$ cat src/rtl/hls_seq_pkg.sv
// Shared types and constants for the HLS loop sequencer and its index counter.
package hls_seq_pkg;

    localparam int SEQ_CNT_W = 16;

    typedef enum logic [1:0] {
        SEQ_IDLE,
        SEQ_ISSUE,
        SEQ_DRAIN,
        SEQ_FIN
    } seq_state_t;

    typedef struct packed {
        logic                 start;
        logic                 clear;
        logic [SEQ_CNT_W-1:0] max_lk;
        logic [SEQ_CNT_W-1:0] max_ll;
    } ctrl_seq_t;

    typedef struct packed {
        logic                 busy;
        logic                 done;
        logic                 idle;
        logic                 err;
        logic [SEQ_CNT_W-1:0] idx_k;
        logic [SEQ_CNT_W-1:0] idx_l;
    } flags_seq_t;

endpackage

$ cat src/rtl/hls_loop_idx_cnt.sv
// Two-level wrapping (k,l) index counter; holds on the last point of the nest.
module hls_loop_idx_cnt #(
    parameter int CNT_W = 16
) (
    input  logic             clk_i,
    input  logic             rst_i,
    input  logic             clr,
    input  logic             en,
    input  logic [CNT_W-1:0] max_k,
    input  logic [CNT_W-1:0] max_l,
    output logic [CNT_W-1:0] idx_k,
    output logic [CNT_W-1:0] idx_l,
    output logic             last
);

    logic last_k;
    logic last_l;

    assign last_k = (idx_k == max_k - CNT_W'(1));
    assign last_l = (idx_l == max_l - CNT_W'(1));
    assign last   = last_k && last_l;

    // The final point is kept visible until the next clear.
    always_ff @(posedge clk_i or posedge rst_i) begin
        if (rst_i) begin
            idx_k <= '0;
            idx_l <= '0;
        end else if (clr) begin
            idx_k <= '0;
            idx_l <= '0;
        end else if (en && !last) begin
            if (last_l) begin
                idx_l <= '0;
                idx_k <= idx_k + CNT_W'(1);
            end else begin
                idx_l <= idx_l + CNT_W'(1);
            end
        end
    end

endmodule

$ cat src/rtl/hls_loop_sequencer.sv
// Drives an ap_ctrl_hs HLS core once per (k,l) point of a two-level loop nest,
// bounding the number of accepted-but-unfinished invocations.
module hls_loop_sequencer
    import hls_seq_pkg::*;
#(
    parameter int CNT_W     = SEQ_CNT_W,
    parameter int MAX_OUTST = 2
) (
    input  logic             clk_i,
    input  logic             rst_i,
    input  logic             start_i,
    input  logic             clear_i,
    input  logic [CNT_W-1:0] max_lk_i,
    input  logic [CNT_W-1:0] max_ll_i,
    output logic             ap_start_o,
    input  logic             ap_ready_i,
    input  logic             ap_done_i,
    input  logic             ap_idle_i,
    output logic [CNT_W-1:0] idx_k_o,
    output logic [CNT_W-1:0] idx_l_o,
    output logic             busy_o,
    output logic             done_o,
    output logic             idle_o,
    output logic             err_o
);

    localparam logic [3:0] MAX_OUTST_C = 4'(MAX_OUTST);

    seq_state_t         state_q;
    seq_state_t         state_d;
    logic [CNT_W-1:0]   lk_q;
    logic [CNT_W-1:0]   ll_q;
    logic [3:0]         outst_q;
    logic [3:0]         outst_d;
    logic [2*CNT_W-1:0] compl_q;
    logic [2*CNT_W-1:0] compl_d;
    logic [2*CNT_W-1:0] total;
    logic               err_q;
    logic               can_start;
    logic               issue;
    logic               done_ok;
    logic               start_acc;
    logic               zero_bound;
    logic               cnt_clr;
    logic               cnt_last;

    assign start_acc  = (state_q == SEQ_IDLE) && start_i;
    assign zero_bound = (max_lk_i == '0) || (max_ll_i == '0);
    assign can_start  = (state_q == SEQ_ISSUE) && (outst_q < MAX_OUTST_C);
    assign issue      = can_start && ap_ready_i;
    assign done_ok    = ap_done_i && (outst_q != 4'd0);
    assign cnt_clr    = clear_i || start_acc;
    assign total      = {{CNT_W{1'b0}}, lk_q} * {{CNT_W{1'b0}}, ll_q};
    assign compl_d    = compl_q + {{(2*CNT_W-1){1'b0}}, done_ok};
    assign idle_o     = (state_q == SEQ_IDLE) && ap_idle_i;
    assign err_o      = err_q;

    // A simultaneous issue and completion leaves the in-flight count unchanged.
    always_comb begin
        outst_d = outst_q;
        if (issue && !done_ok) begin
            outst_d = outst_q + 4'd1;
        end else if (done_ok && !issue) begin
            outst_d = outst_q - 4'd1;
        end
    end

    hls_loop_idx_cnt #(
        .CNT_W(CNT_W)
    ) u_idx_cnt (
        .clk_i (clk_i),
        .rst_i (rst_i),
        .clr   (cnt_clr),
        .en    (issue),
        .max_k (lk_q),
        .max_l (ll_q),
        .idx_k (idx_k_o),
        .idx_l (idx_l_o),
        .last  (cnt_last)
    );

    always_ff @(posedge clk_i or posedge rst_i) begin
        if (rst_i) begin
            state_q <= SEQ_IDLE;
        end else begin
            state_q <= state_d;
        end
    end

    // DRAIN looks at the post-update counts so done_o follows the last ap_done by one cycle.
    always_comb begin
        state_d    = state_q;
        ap_start_o = 1'b0;
        busy_o     = 1'b0;
        done_o     = 1'b0;
        case (state_q)
            SEQ_IDLE: begin
                if (start_i) begin
                    state_d = zero_bound ? SEQ_FIN : SEQ_ISSUE;
                end
            end
            SEQ_ISSUE: begin
                busy_o     = 1'b1;
                ap_start_o = can_start;
                if (issue && cnt_last) begin
                    state_d = SEQ_DRAIN;
                end
            end
            SEQ_DRAIN: begin
                busy_o = 1'b1;
                if ((outst_d == 4'd0) && (compl_d == total)) begin
                    state_d = SEQ_FIN;
                end
            end
            SEQ_FIN: begin
                done_o  = 1'b1;
                state_d = SEQ_IDLE;
            end
            default: begin
                state_d = SEQ_IDLE;
            end
        endcase
        if (clear_i) begin
            state_d = SEQ_IDLE;
        end
    end

    always_ff @(posedge clk_i or posedge rst_i) begin
        if (rst_i) begin
            lk_q    <= '0;
            ll_q    <= '0;
            outst_q <= 4'd0;
            compl_q <= '0;
            err_q   <= 1'b0;
        end else if (clear_i) begin
            lk_q    <= '0;
            ll_q    <= '0;
            outst_q <= 4'd0;
            compl_q <= '0;
            err_q   <= 1'b0;
        end else begin
            outst_q <= outst_d;
            if (ap_done_i && (outst_q == 4'd0)) begin
                err_q <= 1'b1;
            end
            if (start_acc) begin
                lk_q    <= max_lk_i;
                ll_q    <= max_ll_i;
                compl_q <= '0;
            end else begin
                compl_q <= compl_d;
            end
        end
    end

endmodule

$ cat config.mk
export PLATFORM = sky130hd
export DESIGN_NAME = hls_loop_sequencer
export DESIGN_NICKNAME = d
export VERILOG_FILES = /design/src/rtl/hls_seq_pkg.sv /design/src/rtl/hls_loop_idx_cnt.sv /design/src/rtl/hls_loop_sequencer.sv
export SDC_FILE = /design/constraint.sdc
export NUM_CORES = 1
export LEC_CHECK = 0
export CAP_MARGIN = 20
export CORE_MARGIN = 1.5
export CORE_UTILIZATION = 40
export DETAILED_ROUTE_END_ITERATION = 8
export DONT_BUFFER_PORTS = 1
export GPL_TIMING_DRIVEN = 0
export HOLD_SLACK_MARGIN = 0.06
export SYNTH_ARGS = -nofsm -noshare
export SYNTH_HDL_FRONTEND = slang
export SYNTH_SLANG_ARGS = --single-unit
$ cat constraint.sdc
create_clock -name clk_i -period 6.4 [get_ports clk_i]
set_input_delay 1.6 -clock clk_i [delete_from_list [all_inputs] [get_ports clk_i]]
set_output_delay 1.6 -clock clk_i [all_outputs]
set_load 0.01 [all_outputs]
# --- After elaboration in Yosys (flattened, before gate mapping) ---
# Index checks and enable logic that the tools add are counted.
totals:
  in_bits: 39
  output_inout_bits: 37
  reg_bits: 103
op_classes:
  reduce_logical: 30
  multipliers: 1
  n_addsub: 7
  n_eq_ne: 9
  n_mux: 26
  n_lt_le_gt_ge: 1
op_table:
  columns: ["operator", "count"]
  rows:
  - ["16-bit two-way mux", 10]
  - ["32-bit two-way mux", 2]
  - ["16-bit by 1-bit adder with 16-bit output, second input constant", 2]
  - ["32-bit by 1-bit adder with 32-bit output", 1]
  - ["16-bit equality test", 2]
  - ["32-bit equality test", 1]
  - ["16-bit zero test", 2]
  - ["16-bit by 16-bit multiplier with 32-bit output", 1]
  - ["16-bit by 1-bit subtractor with 16-bit output, second input constant", 2]
  - ["1-bit logical AND", 12]
  - ["4-bit two-way mux", 3]
  - ["2-bit two-way mux", 5]
  - ["4-bit zero test", 2]
  - ["2-bit case mux with 4 select lines", 1]
  - ["2-bit nonzero test", 4]
  - ["3-bit inequality test, second input constant", 2]
  - ["1-bit two-way mux", 5]
  - ["4-bit by 1-bit adder with 4-bit output, second input constant", 1]
  - ["2-bit equality test, second input constant", 2]
  - ["4-bit by 2-bit less-than comparator with 1-bit output, second input constant", 1]
  - ["4-bit nonzero test", 1]
  - ["4-bit by 1-bit subtractor with 4-bit output, second input constant", 1]
  - ["1-bit zero test", 3]
  - ["3-bit by 2-bit inequality test with 1-bit output, second input constant", 1]
  - ["other kinds (6)", 7]

# --- Depth between registers and ports, before layout ---
# Gate-level depths: netlist (run 1).
depth:
  depth_word: 12
  mapped_depth: 25
  depth_no_buf: 23

# --- Cells and area by module ---
# From an unflattened synthesis (run 1), not the netlist that was laid out.
hier_totals:
  cells_unflattened: 1733
  area_unflattened_um2: 15122.0
by_module_without_submodules:
  columns: ["module", "seq_area_each_um2", "instances", "cells_per_inst", "area_each_um2"]
  rows:
  - ["hls_loop_sequencer", 1776.7, 1, 1381, 12288.0]
  - ["hls_loop_idx_cnt", 800.8, 1, 352, 2834.0]

# --- Worst setup path after synthesis (run 1) ---
# No wires, ideal clock.
synth_path:
  path_type: "register to register"
  startpoint: "register ll_q[3]"
  endpoint: "register state_q[1]"
  period_less_slack_ns: 6.918
  path_buffers: 3
  t_arrival_ns: 6.827
  required_ns: 6.310
  setup_slack_ns: -0.518
  stages_incl_launch_ff: 24
  cell_sequence: "dfrtp_1 > clkbuf_1 > buf_1 > nand2_1 > fa_1 > fa_1 > inv_1 > fa_1 > inv_1 > fa_1 > fa_1 > fa_1 > inv_1 > ha_1 > clkbuf_1 > nand4_1 > a2111oi_0 > nor3_1 > o31ai_1 > xnor2_1 > nand3_1 > or4_1 > o41a_1 > o221ai_1"
synth_between:
  elab_chain_cells: 6
  word_cells_on_any_way: 10
  classes_between: "add/sub (1); mul (1); eq/ne (4); reduce/logical (4)"
synth_lines:
  columns: ["item", "line_no", "text"]
  rows:
  - ["start: declaration", "hls_loop_sequencer.sv:32", "logic [CNT_W-1:0] ll_q;"]
  - ["start signal: assignment", "hls_loop_sequencer.sv:148", "ll_q <= max_ll_i;"]
  - ["branches (longest 5 deep; another with 16-bit by 16-bit multiplier with 32-bit output)", null, null]
  - ["3-bit AND reduction (no line) *", null, null]
  - ["end signal: assignment", "hls_loop_sequencer.sv:86", "state_q <= state_d;"]
  - ["end: declaration", "hls_loop_sequencer.sv:29", "seq_state_t state_q;"]
# Every way passes the cells marked *.
# A chain may end at the register's enable or synchronous reset.

# --- Final worst setup path (run 1) ---
layout_path:
  startpoint: "register lk_q[12]"
  endpoint: "register state_q[1]"
layout_between:
  elab_chain_cells: 6
  word_cells_on_any_way: 10
  classes_between: "add/sub (1); mul (1); eq/ne (4); reduce/logical (4)"
layout_lines:
  columns: ["item", "line_no", "text"]
  rows:
  - ["start: declaration", "hls_loop_sequencer.sv:31", "logic [CNT_W-1:0] lk_q;"]
  - ["start signal: assignment", "hls_loop_sequencer.sv:147", "lk_q <= max_lk_i;"]
  - ["branches (longest 5 deep; another with 16-bit by 16-bit multiplier with 32-bit output)", null, null]
  - ["3-bit AND reduction (no line) *", null, null]
# Marks and branches as above.

==> flow_results.org, run 1 <==
** Status
- The run finished, with violations left.
- The checks that failed: negative setup slack.

** Yosys
- Average cell area after synthesis :: 8.66 sq um
- Nets in the synthesized netlist :: 2093
- The synthesized design contains 103 register bits.
- Most numerous cell in the Yosys netlist :: sky130_fd_sc_hd__nand2_1
- Main flop type after synthesis :: sky130_fd_sc_hd__dfrtp_1
- Number of warning messages in the yosys log :: 0
- Number of distinct library cells after synthesis :: 78
- For this run, the register share of the synthesized area comes to 17.1%.
- Number of enable-type register cells in the synthesized netlist :: 0
- Cell types with the largest area share after synthesis :: sky130_fd_sc_hd__fa_1 26%, sky130_fd_sc_hd__dfrtp_1 17%, sky130_fd_sc_hd__ha_1 9.6%
- Number of standard cells after synthesis :: 1744
- After synthesis, the share of flip-flops with an asynchronous set or reset is 100%.
- The commonest cells after synthesis are 296 x sky130_fd_sc_hd__nand2_1, 194 x sky130_fd_sc_hd__fa_1, 192 x sky130_fd_sc_hd__inv_1.
- The top cell type by area accounts for 25.7% of the synthesized area.
- Most area-hungry cell type in the Yosys netlist :: sky130_fd_sc_hd__fa_1
- The mapped netlist covers 15100 sq um.

** GRT
- Entering global routing, the biggest net connects 67 pins.
- For this run the aggregate overflow at the end of global routing stands at 0.
- Global-route wire length before repair :: 71.3 mm
- Total routing resource utilization after global routing :: 23.9%
- Number of global-route vias before repair :: 13.0k
- Initial antenna violation count :: 0

** Layout
- The filler cells instantiated in the layout total 3540.
- After the last flow step, the layout net total stands at 2156.
- The post-route netlist has 11.4% of its cells at a drive strength greater than 1.
- Combined flip-flop and latch cell area :: 2580 sq um
- Cell area after layout :: 17400 sq um
- From synthesis to final layout, the design area changed by 15.6%.
- In the final layout, the multi-input gates occupy 11600 sq um.

** Floorplanning
- The total area inside the core boundary comes to 36900 sq um.
- Die Footprint :: 38900 sq um
- Number of top-level pins :: 76
- Row generation in the floorplan step produced 70 rows.
- Die width :: 197 um
- Vertical die dimension :: 197 um
- Starting utilization of the core area :: 40.9%

** STA
- Once routing completed, OpenROAD measured the worst setup slack at -0.343 ns.
- Total of endpoints with negative setup slack in the final report :: 2
- Headroom to the max-slew limit came out at 24.3%.
- The final-report max-slew violation count is 0.
- Time the final worst path needs with I/O delays and setup :: 6.74 ns
- Clk_skew :: 0.0111 ns
- Static timing analysis puts the maximum clock frequency at 148 MHz.
- The tightest hold path in the finished design has a slack of 0.547 ns.
- The final critical path takes up 105% of the cycle.
- Worst Max-Slew Pin Slew :: 1.13 ns
- Setup repair after global routing missed its margin :: yes
- The count of final hold-check violations is 0.

** Routing
- DR WL/cell :: 19.3 um
- Signal routing reaches up to met4.
- The routed layout has 12.6k vias.
- Detailed route wirelength on metal3 :: 2.54 mm
- ANT nets after route :: 0
- Wire length on met1 :: 18.9 mm
- Iteration-0 DRC Markers :: 714
- Drt pass-1 iters :: 7
- For this run, design rule violations remaining after detail routing come to 0.
- The final layout contains routed wiring with a total length of 44.6 mm.
- Met2 routed WL :: 21.9 mm
- Routed vias/inst :: 5.44

** Critical path
- Cell repeated most along the worst path :: sky130_fd_sc_hd__fa_1
- FF-to-FF setup slack :: -0.34 ns
- Crit path launch type :: flip-flop
- The critical path in this run is classified as flip-flop to flip-flop.
- Of all nets on the critical path, the largest fanout is 10.
- Data arrival time of the critical path :: 7.03 ns
- The worst register-to-register path ends at state_q[1].
- STA classifies the critical path endpoint as a flip-flop.
- Critical-path cell list :: clkbuf_8, clkbuf_16, nand2_2, fa_1, fa_1, inv_1, fa_1, inv_1, fa_1, fa_1, fa_1, inv_1, ha_1, buf_8, nand4_1, a2111o_1, a21o_1, o211ai_1, xnor2_1, xnor2_1, nand3_1, or4_4, o41a_1, o221ai_1
- The slowest stage of the critical path belongs to the cell sky130_fd_sc_hd__or4_4.
- Total stage count of the critical path :: 24
- Critical path required time :: 6.68 ns
- Critical R2R Launch :: lk_q[12]
- For the worst flop-to-flop path, the logic depth is 24.
- Number of buffers and inverters on the critical path :: 6
- Among cell families on the critical path, the largest total delay comes from adder cells.
- CP peak stage delay :: 0.57 ns
- Tracing the worst setup path back leads to its startpoint at lk_q[12].
- Crit path capture :: state_q[1]

** Power and ir drop
- Sequential share of power :: 20.7%
- Post-layout total power :: 0.00369 W
- In this run the power density over the cells is 212 nW/um^2.
- Net Sw Frac :: 44.4%
- For this design the static power due to leakage is 7.14 nW.
- Fraction of power consumed by combinational cells :: 61.5%
- Switching power of the nets :: 0.00164 W
- The worst-case IR drop observed on VDD is 0.146 mV.
- Power share of the clock group :: 17.8%
- Internal power :: 0.00205 W

** Placed design
- Routability-driven placement finished with a final weighted congestion of 0.861.
- Post-detailed-placement half-perimeter wirelength :: 33.8 mm
- Port bufs :: 0
- OpenSTA, run right after detailed placement, puts the worst setup slack at -1.29 ns.
- Summing all placed instances gives a cell area of 16200 sq um.

** Job
- The tool flagged a number of max-cap violations equal to 0.

** Clock tree
- Buffers inserted during clock tree synthesis total 9.
- Max clock buf depth :: 2
- At the later pin of the worst-skew pair, clock insertion delay measures 0.38 ns.
- Clock-pin slew was measured on the worst setup and hold paths at 0.07 ns.
- Cell at the root of the clock tree :: sky130_fd_sc_hd__clkbuf_16
- Clock tree synthesis found a total of 103 sinks.
- TritonCTS built the clock tree.
- Post-CTS Hold Buffers :: 0
- Number of levels in the clock H-tree :: 3

** Hold path
- Hold Path Class :: flip-flop to flip-flop
==> flip-flops by register name, summed over array words and instances, names as in the netlist <==
name and cells:
compl_q 32, lk_q 16, ll_q 16, u_idx_cnt.idx_k 16, u_idx_cnt.idx_l 16, outst_q 4
state_q 2, err_o 1
==> through the flow <==
| step | TNS [ns] | utilization (%) | std cells |
|---|---|---|---|
| 2_1_floorplan | -0.0950 | - | 1744 |
| 3_3_place_gp | -2.57 | 43.7 | 2248 |
| 3_5_place_dp | -2.55 | 43.8 | 2249 |
| 4_1_cts | -0.616 | 47.1 | 2313 |
| 5_1_grt | -1.18 | 47.3 | 2315 |
| 6_report | -0.665 | 47.3 | 2316 |
==> layer usage <==
layer	vias up	GRT usage, %
li1	5774	-
met1	6377	31.6
met2	388	40.0
met3	57	3.81
met4	0	7.75
met5	-	0
==> cells by family (layout without fill, tap and decap cells) <==
kind of cell	count (synthesis)	in the layout	share of synthesized area (%)
AO/OA/AOI/OAI	215	215	8.78
AND/OR/NAND/NOR	680	680	22.1
adder cells (fa/ha/maj)	310	310	35.3
XOR/XNOR	143	143	9.19
multiplexers	3	3	0.199
buffers and inverters	290	357	7.31
other	0	1	0
flip-flops	103	103	17.1
==> worst min-delay path: stages, from the launching register on <==
cell and delay, ns:
sky130_fd_sc_hd__dfrtp_1 0.34, sky130_fd_sc_hd__xor2_1 0.09, sky130_fd_sc_hd__nor2_1 0.08
==> timing repair <==
action,CTS,global route
pin swaps,44,5
setup endpoints to repair,2,2
gates resized for setup,118,13
buffers inserted,55,2
==> worst min path at each step <==
stage,to,startpoint,cells after the start
after floorplan,compl_q[31],compl_q[31],2
after global placement,compl_q[31],compl_q[31],2
after detailed placement,compl_q[31],compl_q[31],2
after CTS,compl_q[31],compl_q[31],2
after global routing,compl_q[31],compl_q[31],2
final,compl_q[31],compl_q[31],2
==> power groups by stage <==
stage / combinational [W] / clock, W / sequential (W)
finish: 0.00227 / 0.000658 / 0.000763
global route: 0.00249 / 0.000698 / 0.000772
CTS: 0.00224 / 0.000670 / 0.000760
detailed placement: 0.00199 / 0 / 0.000776
global placement: 0.00196 / 0 / 0.000774
floorplan: 0.00146 / 0 / 0.000761
==> cell type report <==
| class | count | area share (%) |
|---|---|---|
| flip-flops and latches | 103 | 14.8 |
| clock buffers | 9 | 1.29 |
| clock inverters | 6 | 0.624 |
| multi-input cells | 1351 | 66.6 |
| well taps | 504 | 3.61 |
| diodes | 1 | 0.0143 |
| inverters | 192 | 4.14 |
| plain buffers | 92 | 6.19 |
| repair buffers | 58 | 2.70 |
==> cell usage in the layout (no fill, tap or decap), types with 54 or more instances in the layout <==
master / instances
sky130_fd_sc_hd__a21oi_1: 70
sky130_fd_sc_hd__and2_1: 87
sky130_fd_sc_hd__buf_4: 54
sky130_fd_sc_hd__dfrtp_1: 97
sky130_fd_sc_hd__fa_1: 193
sky130_fd_sc_hd__ha_1: 109
sky130_fd_sc_hd__inv_1: 190
sky130_fd_sc_hd__nand2_1: 287
sky130_fd_sc_hd__nor2_1: 99
sky130_fd_sc_hd__o21ai_0: 54
sky130_fd_sc_hd__xnor2_1: 95
Power figures use the tool's default switching activity.
==> run 2: changes to the inputs <==
--- a/config.mk
+++ b/config.mk
@@ -6,12 +6,14 @@
 export NUM_CORES = 1
 export LEC_CHECK = 0
 export CAP_MARGIN = 20
-export CORE_MARGIN = 1.5
+export CORE_MARGIN = 8
 export CORE_UTILIZATION = 40
 export DETAILED_ROUTE_END_ITERATION = 8
 export DONT_BUFFER_PORTS = 1
 export GPL_TIMING_DRIVEN = 0
 export HOLD_SLACK_MARGIN = 0.06
+export RECOVER_POWER = 25
+export SLEW_MARGIN = 20
 export SYNTH_ARGS = -nofsm -noshare
 export SYNTH_HDL_FRONTEND = slang
 export SYNTH_SLANG_ARGS = --single-unit
==> flow_results.org, run 2 (synthesis gave the netlist of run 1 again) <==
** GRT
- The number of global-route vias before repair came to 13.0k (-0.51%).
- Total routing resource utilization after global routing :: 20.3% (-3.6 points)
- The maximum number of pins on one net before global-route repair is 73 (+9.0%).
- The first-pass GRT wire length is 71.0 mm (-0.42%).
- The global route total overflow was 0 (unchanged).
- Initial antenna violation count :: 0 (unchanged)

** Critical path
- STA classifies the critical path endpoint as a flip-flop.
- Standard cell with the maximum stage delay on the critical path :: sky130_fd_sc_hd__or4_4
- CP peak stage delay :: 0.57 ns (about the same)
- By startpoint and endpoint, the worst setup path is classified as flip-flop to flip-flop.
- The critical path required time came to 6.67 ns (about the same).
- Data arrival time of the critical path :: 7.03 ns (about the same)
- STA classifies the critical path startpoint as a flip-flop.
- Cell family contributing the most delay on the critical path :: adder cells
- Number of buffers and inverters on the critical path :: 7 (+1)
- Cell repeated most along the worst path :: sky130_fd_sc_hd__fa_1
- Maximum net fanout on the critical path :: 5 (-5)

** Layout
- The total of fill cells in the finished design was 3636 (+2.7%).
- The top cell types in the final layout, fill and taps aside, are 284 x sky130_fd_sc_hd__nand2_1, 188 x sky130_fd_sc_hd__fa_1, 187 x sky130_fd_sc_hd__inv_1, 108 x sky130_fd_sc_hd__ha_1, 99 x sky130_fd_sc_hd__nor2_1.
- The final-stage net count is 2184 (+1.3%).
- Multi-input gate area in the final layout :: 11700 sq um (+0.64%)
- Number of flip-flops in the largest register :: 32 (unchanged)
- The share of cells above drive strength 1 was 13.5% (+2.0 points).
- The combined flip-flop and latch cell area came to 2580 sq um (unchanged).
- Antenna diode instance count :: 0 (-1)
- Share of the core filled with cells in the final layout :: 47.5% (+0.14 points)
- The library cell used most frequently in the layout, excluding fill and tap cells, is sky130_fd_sc_hd__nand2_1.
- Post-synthesis to final-layout area growth :: 17.6%
- The register with the most flip-flops in the final layout is compl_q.

** Routing
- Iteration-0 DRC Markers :: 713 (-0.14%)
- The average wire per cell in the routed design was 19.3 um (+0.14%).
- The overall routed net length came to 45.4 mm (+1.7%).
- Drt pass-1 iters :: 5 (-2)
- The post-detailed-route count of antenna-violating nets is 0 (unchanged).
- The average vias per placed instance is 5.36 (-1.5%).
- Drc violations :: 0 (unchanged)
- The via count was 12.6k (+0.0079%).

** STA
- Worst Max-Slew Pin Slew :: 3.30 ns (+2.17 ns)
- Final worst-path cycle share :: 106% (+0.32 points)
- The worst clock skew is 0.0106 ns (-0.000556 ns).
- Time the final worst path needs with I/O delays and setup :: 6.76 ns (+0.0202 ns)
- Maximum clock frequency :: 148 MHz (-0.30%)
- Worst relative slew slack :: -120% (-140 points)
- The final-report max-slew violation count is 73 (+73).
- Total of endpoints with negative setup slack in the final report :: 2 (unchanged)
- Setup repair after global routing could not meet its margin everywhere.
- Final setup slack of the worst path :: -0.363 ns (-0.0202 ns)
- Hold Violations, Final :: 0 (unchanged)

** Clock tree
- The number of buffers on the longest clock path was 2 (unchanged).
- Clock tree sinks :: 103 (unchanged)
- TritonCTS built the clock tree.
- The tree is rooted in a sky130_fd_sc_hd__clkbuf_16.
- The clock input transition at the sequential cells of the worst setup and hold paths was 0.07 ns (about the same).
- The H-tree depth came to 3 (unchanged).
- The number of buffers inserted by hold repair at cts came to 0 (unchanged).
- Worst skew pair latency :: 0.36 ns (-0.02 ns)
- The number of buffers inserted during clock tree synthesis is 9 (unchanged).

** Floorplanning
- Starting utilization of the core area :: 40.4% (-0.58 points)
- The floorplan die area was 44200 sq um (+14%).
- The total number of placement rows is 71 (+1.4%).
- The die span in y was 210 um (+6.6%).
- Die width :: 210 um (+6.6%)
- The core outline area is 37400 sq um (+1.4%).
- The count of boundary I/O pins was 76 (unchanged).

** Job
- The number of max-cap violations is 1 (+1).

** Power and ir drop
- Power share of the clock group :: 15.7% (-2.1 points)
- Switching power of the nets :: 0.00166 W (+1.3%)
- The share of total power in combinational logic came to 63.7% (+2.2 points).
- Sequential share of power :: 20.6% (about the same)
- The post-layout total power came to 0.00372 W (+0.73%).
- The switching portion of total power is 44.7% (+0.23 points).
- The internal power was 0.00206 W (+0.31%).
- Power density cells :: 210 nW/um^2 (-0.97%)
- Peak supply drop :: 0.133 mV (-8.9%)
- Leak Pwr :: 7.30 nW (+2.3%)

** Status
- The flow ran to the end, but the final reports show violations.
- The checks that failed: max-capacitance violations, max-slew violations, negative setup slack.

** Placed design
- The final weighted congestion of routability-driven global placement is 0.880 (+2.1%).
- The HPWL reported at the end of detailed placement was 34.5 mm (+2.1%).
- Port bufs :: 0 (unchanged)

** Hold path
- The tightest min-delay check is of the flip-flop to flip-flop type.
==> run 2: cell types whose count changed in the layout (fill, tap and decap cells not counted), moves of 3 or more <==
cell and change:
sky130_fd_sc_hd__fa_1 -5, sky130_fd_sc_hd__fa_2 +5, sky130_fd_sc_hd__nand2_1 -3, sky130_fd_sc_hd__inv_1 -3, sky130_fd_sc_hd__buf_4 +19, sky130_fd_sc_hd__clkbuf_8 -9
sky130_fd_sc_hd__buf_6 +3, sky130_fd_sc_hd__inv_2 +3, sky130_fd_sc_hd__buf_8 +14
==> run 2: timing repair <==
action | 4_1_cts | 5_1_grt
resized for setup | 106 | 63
setup endpoints to repair | 2 | 2
pin swaps | 35 | 36
gates cloned | 1 | 1
buffers inserted | 48 | 34
==> run 2: area by class of cell <==
class / count / share of cell area [%]
multi-input cells: 1351 / 65.9
flip-flops and latches: 103 / 14.6
plain buffers: 92 / 6.11
inverters: 192 / 4.07
repair buffers: 86 / 4.03
well taps: 511 / 3.60
clock buffers: 9 / 1.27
clock inverters: 7 / 0.451
==> run 2: path summary, 6_finish.rpt <==
| path | slack (ns) | startpoint | depth (start not counted) | to |
|---|---|---|---|---|
| min in group asynchronous | 1.45 | rst_i | 1 | outst_q[1] |
| worst min-delay path | 0.58 | err_o | 2 | err_o |
| worst min register to register | 0.58 | err_o | 2 | err_o |
| max in group asynchronous | 0.84 | rst_i | 2 | lk_q[0] |
| worst max-delay path | -0.36 | ll_q[5] | 25 | state_q[1] |
| worst max register to register | -0.36 | ll_q[5] | 25 | state_q[1] |
==> run 2: metal layers <==
| metal | vias to the layer above | share of wire, % | global-route usage (%) |
|---|---|---|---|
| met5 | - | 0 | 0 |
| met1 | 6380 | 42 | 25.7 |
| met4 | 0 | 2.8 | 6.44 |
| met3 | 64 | 5.4 | 3.67 |
| li1 | 5839 | - | - |
| met2 | 314 | 50 | 35.0 |
==> run 2: metrics by stage <==
step	std cells	hold slack [ns]	cell area [sq um]	TNS (ns)	setup slack, ns
detailed placement	2256	0.574	16200	-2.45	-1.25
floorplan	1744	0.512	15500	-0.0950	-0.0685
CTS	2318	0.589	17300	-0.730	-0.401
global route	2351	0.642	17700	-1.69	-0.598
global placement	2255	0.551	16100	-2.25	-1.14
finish	2351	0.583	17700	-0.643	-0.363
==> run 2: worst min-delay path: stages (launching register included) <==
cell,delay (ns)
sky130_fd_sc_hd__dfrtp_1,0.41
sky130_fd_sc_hd__a31oi_1,0.06
sky130_fd_sc_hd__nor2_1,0.08
==> run 2: power by group through the flow <==
stage | Sequential [W] | Combinational (W) | Clock [W]
after CTS | 0.000762 | 0.00224 | 0.000605
after global placement | 0.000774 | 0.00196 | 0
after global routing | 0.000774 | 0.00258 | 0.000620
after floorplan | 0.000761 | 0.00146 | 0
after detailed placement | 0.000777 | 0.00199 | 0
final | 0.000766 | 0.00237 | 0.000585
